===== config.mk =====
export PLATFORM = sky130hd
export DESIGN_NAME = pixel_collector
export DESIGN_NICKNAME = d
export VERILOG_FILES = /design/src/rtl/pixel_collector.sv
export SDC_FILE = /design/constraint.sdc
export NUM_CORES = 1
export LEC_CHECK = 0
export CAP_MARGIN = 40
export CORE_MARGIN = 2
export CORE_UTILIZATION = 52
export DETAILED_ROUTE_END_ITERATION = 8
export PLACE_DENSITY_LB_ADDON = 0.2
export SLEW_MARGIN = 20
export SYNTH_ARGS = -nofsm -noshare
export SYNTH_HDL_FRONTEND = slang
export SYNTH_SLANG_ARGS = --single-unit
export TNS_END_PERCENT = 5

===== constraint.sdc =====
create_clock -name aclk -period 2.4 [get_ports aclk]
set_input_delay 0.36 -clock aclk [delete_from_list [all_inputs] [get_ports aclk]]
set_output_delay 0.36 -clock aclk [all_outputs]
set_load 0.005 [all_outputs]

===== src/rtl/pixel_collector.sv =====
// pixel_collector: gathers RGB pixels from per-core FIFOs onto one valid/ready stream in strict round-robin core order.
// Latency: 1 cycle from a push into the selected, empty FIFO to out_valid (no fall-through).
// Backpressure: out_ready low holds the head stable; a full FIFO drops its in_ready. Define PIXCOL_FRAME_MARK_EN for SOF/EOL tags.

// Single-clock FIFO with an unreset storage array and a registered occupancy count.
module pixcol_fifo #(
  parameter int W     = 24,
  parameter int DEPTH = 4
) (
  input  logic                   aclk,
  input  logic                   aresetn,
  input  logic                   push,
  input  logic [W-1:0]           data,
  input  logic                   pop,
  output logic [W-1:0]           head,
  output logic [$clog2(DEPTH):0] count
);
  localparam int PW = $clog2(DEPTH);

  logic [W-1:0]  mem [DEPTH];
  logic [PW-1:0] wptr;
  logic [PW-1:0] rptr;

  // Pixel storage; contents survive reset, only the pointers are cleared.
  always_ff @(posedge aclk) begin
    if (push) mem[wptr] <= data;
  end

  // Pointer and occupancy tracking; push and pop together leave the count unchanged.
  always_ff @(posedge aclk or negedge aresetn) begin
    if (!aresetn) begin
      wptr  <= '0;
      rptr  <= '0;
      count <= '0;
    end else begin
      if (push) wptr <= wptr + 1'b1;
      if (pop)  rptr <= rptr + 1'b1;
      case ({push, pop})
        2'b10:   count <= count + 1'b1;
        2'b01:   count <= count - 1'b1;
        default: count <= count;
      endcase
    end
  end

  assign head = mem[rptr];
endmodule

module pixel_collector #(
  parameter int NUM_CORES = 4,
  parameter int CHAN_W    = 8,
  parameter int DEPTH     = 4,
  parameter int IMG_W     = 640,
  parameter int IMG_H     = 480,
  localparam int EC_W     = (NUM_CORES > 1) ? $clog2(NUM_CORES) : 1
) (
  input  logic                          aclk,
  input  logic                          aresetn,
  input  logic [EC_W-1:0]               extra_cores,
  input  logic [NUM_CORES*3*CHAN_W-1:0] in_pixel,
  input  logic [NUM_CORES-1:0]          in_valid,
  output logic [NUM_CORES-1:0]          in_ready,
  output logic [3*CHAN_W-1:0]           out_data,
  output logic                          out_valid,
  input  logic                          out_ready,
  output logic                          out_user,
  output logic                          out_last
);
  localparam int PIX_W = 3 * CHAN_W;
  localparam int CW    = $clog2(DEPTH) + 1;
  localparam logic [CW-1:0]   FULL   = CW'(DEPTH);
  localparam logic [EC_W:0]   NC     = (EC_W + 1)'(NUM_CORES);
  localparam logic [EC_W-1:0] EC_MAX = EC_W'(NUM_CORES - 1);

  // Reject parameter sets the FIFO pointer arithmetic and frame counters cannot handle.
  if (NUM_CORES < 1 || DEPTH < 2 || (DEPTH & (DEPTH - 1)) != 0 || IMG_W < 1 || IMG_H < 1) begin : g_param_chk
    $error("pixel_collector: illegal parameter set");
  end

  logic [EC_W-1:0]      ec_eff;
  logic [EC_W-1:0]      cur;
  logic                 cur_ok;
  logic                 xfer;
  logic [PIX_W-1:0]     head [NUM_CORES];
  logic [CW-1:0]        cnt  [NUM_CORES];
  logic [NUM_CORES-1:0] push;
  logic [NUM_CORES-1:0] pop;

  // Out-of-range core counts are clamped to the last physical core.
  assign ec_eff = ({1'b0, extra_cores} >= NC) ? EC_MAX : extra_cores;

  // A pointer left beyond the active range (after extra_cores was lowered) blocks output for one cycle.
  assign cur_ok    = (cur <= ec_eff);
  assign out_valid = cur_ok && (cnt[cur] != '0);
  assign out_data  = out_valid ? head[cur] : '0;
  assign xfer      = out_valid && out_ready;

  for (genvar i = 0; i < NUM_CORES; i++) begin : g_core
    logic active;
    assign active      = (EC_W'(i) <= ec_eff);
    // No full-bypass: a full FIFO stays not-ready even while it is being popped.
    assign in_ready[i] = aresetn && active && (cnt[i] != FULL);
    assign push[i]     = in_valid[i] && in_ready[i];
    assign pop[i]      = xfer && (cur == EC_W'(i));

    pixcol_fifo #(
      .W     (PIX_W),
      .DEPTH (DEPTH)
    ) u_fifo (
      .aclk    (aclk),
      .aresetn (aresetn),
      .push    (push[i]),
      .data    (in_pixel[i*PIX_W +: PIX_W]),
      .pop     (pop[i]),
      .head    (head[i]),
      .count   (cnt[i])
    );
  end

  // Round-robin pointer: advances only on a transfer, wraps after the last active core.
  always_ff @(posedge aclk or negedge aresetn) begin
    if (!aresetn) begin
      cur <= '0;
    end else if (!cur_ok) begin
      cur <= '0;
    end else if (xfer) begin
      cur <= (cur >= ec_eff) ? '0 : cur + 1'b1;
    end
  end

`ifdef PIXCOL_FRAME_MARK_EN
  localparam int XW = (IMG_W > 1) ? $clog2(IMG_W) : 1;
  localparam int YW = (IMG_H > 1) ? $clog2(IMG_H) : 1;
  localparam logic [XW-1:0] X_LAST = XW'(IMG_W - 1);
  localparam logic [YW-1:0] Y_LAST = YW'(IMG_H - 1);

  logic [XW-1:0] x;
  logic [YW-1:0] y;

  // Raster position of the pixel currently at the output; moves only on a transfer.
  always_ff @(posedge aclk or negedge aresetn) begin
    if (!aresetn) begin
      x <= '0;
      y <= '0;
    end else if (xfer) begin
      if (x == X_LAST) begin
        x <= '0;
        y <= (y == Y_LAST) ? '0 : y + 1'b1;
      end else begin
        x <= x + 1'b1;
      end
    end
  end

  assign out_user = out_valid && (x == '0) && (y == '0);
  assign out_last = out_valid && (x == X_LAST);
`else
  assign out_user = 1'b0;
  assign out_last = 1'b0;
`endif
endmodule


==> impl_results.md <==
* Status: complete, but fails checks
* Failing checks: negative setup slack
* Placer Congestion at 0.839
* Vias post-DR at 8500
* Reg-to-Reg Start: cur[0]
* Crit share post-route at 1.13
* Initial DRT Pass Iterations at 7
* Data required, critical path at 2.04 ns
* Period minus WS final at 2.70 ns
* Clk sinks at 414
* Clock transition at the registers of the reported paths at 0.06 ns
* Initial antenna violation count at 2
* Final setup viols at 32
* Vias in the first global route at 8876
* DRT Wirelength at 35.5 mm
* Critical path class: flop to output port
* Final hold violation count at 0
* Ys Warns at 0
* Share of cells above drive strength 1 at 0.364
* Library cells used by synthesis at 36
* Die width at 181 µm
* RSZ-0062 raised after global routing: yes
* Internal Power at 17.4 mW
* Final core utilization at 0.691
* Max H-tree Level at 2
* Placeable Area at 30700 µm²
* Combinational share of power at 0.373
* Post-synth EDFFs at 384
* Nets at 1196
* Syn-to-layout area delta at 30.2%
* WP data arrival at 2.34 ns
* Most used DFF post-synth: edfxtp_1
* Leakage power at 7.29 nW
* Async S/R FF share, synth at 0.0725
* PortBufs at 133
* Peak VDD IR at 0.884 mV
* Post-Synthesis Cells at 776
* P per Cell Area at 1160 nW/µm²
* Row count at 64
* Filler cell count at 1924
* Worst reg2reg path depth at 12
* Total GRT Usage at 0.225
* FF+latch count, synth at 414
* Worst r2r dst: g_core[2].u_fifo.count[2]
* Wire length of the first global-routing pass at 54.3 mm
* Seq pwr share at 0.364
* DR WL/cell at 23.8 µm
* HPWL Detailed at 22.3 mm
* CP Launch Type: flop
* Crit Path Max Fanout at 9
* Sequential element share of the synthesized area at 0.752
* Setup ws final at -0.303 ns
* Mapped Area at 16300 µm²
* Final Max Slew Viols at 0
* Total global routing overflow at 0
* Clock Tree Root: clkbuf_16
* Clk_skew at 0.0164 ns
* Clk pwr share at 0.263
* Worst-Skew Late Latency at 0.53 ns
* Setup WS pre-CTS at -0.543 ns
* Switch share at 0.294
* Max Clk Rate at 0.370 GHz
* Critical Path Sink Type: output port
* Net Sw Power at 7.23 mW
* Avg Inst Size Synth at 21.0 µm²
* Number of diodes at 0
* Pin count of the biggest net entering global routing at 26
* Remaining antenna violation count at 0
* Num CTS Buffers at 43
* Die area at 32800 µm²
* Hold Crit Class: input port to asynchronous set/reset pin
* Via-to-Cell Ratio at 5.71
* Initial core utilization at 0.531
* Flop2flop setup slack at -0.07 ns
* Max-cap violations at 0
* Remaining DRCs at 0
* Die height at 181 µm
* CTS tree: built
* # IOs at 136
* Max Root-Sink Buffers at 3
* Initial DRC Count at 762
[Yosys cell counts (all sizes together), types with 11 or more instances]
cell | count | area share
edfxtp | 384 | 0.71
xnor2 | 16 | 0.0086
buf | 21 | 0.0084
mux4 | 96 | 0.13
nand2 | 14 | 0.0038
and3 | 20 | 0.0089
ha | 26 | 0.020
clkbuf | 16 | 0.0037
inv | 25 | 0.0059
dfrtp | 30 | 0.046
nor2 | 11 | 0.0025
a22oi | 48 | 0.022
a21oi | 27 | 0.0083
[power groups by stage]
stage | clock, mW | combinational [mW] | sequential [mW]
6_report | 6.48 | 9.18 | 8.96
5_1_grt | 6.90 | 9.84 | 9.02
4_1_cts | 6.59 | 9.39 | 8.93
3_5_place_dp | 0 | 8.04 | 9.04
3_3_place_gp | 0 | 7.95 | 9.02
2_1_floorplan | 0 | 4.23 | 8.94
[placed cells by master, fill, tap and decap left out, drive strengths merged, types with 4 or more instances in the layout]
master	synthesis	final
nand4	4	4
a22oi	48	48
and3	20	20
dfrtp	30	30
clkdlybuf4s50	0	107
clkinv	0	11
ha	26	26
clkdlybuf4s15	0	5
nand2	14	14
nor2	11	11
fa	4	4
bufinv	0	5
inv	25	26
clkbuf	16	67
xor2	8	8
and2	4	4
a21oi	27	27
xnor2	16	16
o21ai	8	8
edfxtp	384	384
buf	21	152
mux4	96	96
[worst max-delay path by stage]
stage | from | to | slack [ns]
6_report | g_core[1].u_fifo.rptr[0] | out_data[15] | -0.30
5_1_grt | g_core[3].u_fifo.rptr[0] | out_data[19] | -0.37
4_1_cts | g_core[0].u_fifo.rptr[0] | out_data[8] | -0.36
3_5_place_dp | extra_cores[1] | out_data[0] | -0.54
3_3_place_gp | extra_cores[1] | g_core[0].u_fifo.count[2] | -0.44
2_1_floorplan | cur[1] | g_core[0].u_fifo.count[2] | -0.03
[critical path, cell delays in order (launching register included)]
cell	delay, ns
dfrtp_2	0.41
buf_12	0.13
buf_16	0.13
buf_6	0.10
mux4_2	0.51
a22oi_2	0.18
buf_4	0.16
a21oi_1	0.06
buf_2	0.14
[layout make-up]
class / count / area (µm²) / area share
clock buffer: 58 / 1150 / 0.0542
sequential: 414 / 12300 / 0.578
inverter: 25 / 98.8 / 0.00465
clock inverter: 18 / 220 / 0.0104
timing repair buffer: 276 / 2920 / 0.137
tap: 396 / 495 / 0.0233
multi-input combinational: 301 / 4090 / 0.192
[per-layer routing]
layer | track usage | routed length, µm
met1 | 0.321 | 14800
met2 | 0.359 | 17600
met3 | 0.0456 | 2220
met4 | 0.0611 | 824
met5 | 0 | 13
[cell families after synthesis]
group,after synthesis,share of synthesized area
xor gates and xnor gates,24,0.0147
muxes,100,0.135
and+or+nand+nor,58,0.0202
adders and majority gates,30,0.0248
AOI/OAI and AO/OA,87,0.0349
buffers and inverters,62,0.0179
other,1,0.000230
DFF,414,0.752
[through the flow]
stage	setup TNS (ns)	std cells	power (mW)	area, µm²	hold slack, ns
floorplan	-0.121	777	13.2	16400	0.0644
global placement	-13.10	1376	17.0	19200	0.489
detailed placement	-15.49	1376	17.1	19200	0.500
CTS	-7.52	1488	24.9	21300	0.0567
global route	-9.48	1488	25.8	21300	0.0685
finish	-6.37	1488	24.6	21300	0.0528
[sequential cells by signal, indices dropped and copies added, names as in the netlist]
| register | count |
|---|---|
| g_core.u_fifo.wptr | 8 |
| cur | 2 |
| g_core.u_fifo.rptr | 8 |
| g_core.u_fifo.count | 12 |
| g_core.u_fifo.mem | 384 |
[timing repair]
action,CTS,global route
endpoints found under the setup margin,35,35
pin swaps,46,19
hold buffers,0,0
setup buffers,31,4
gates resized for setup,152,23
gates cloned,7,0
Note: power is estimated with default switching activity, not from simulation.
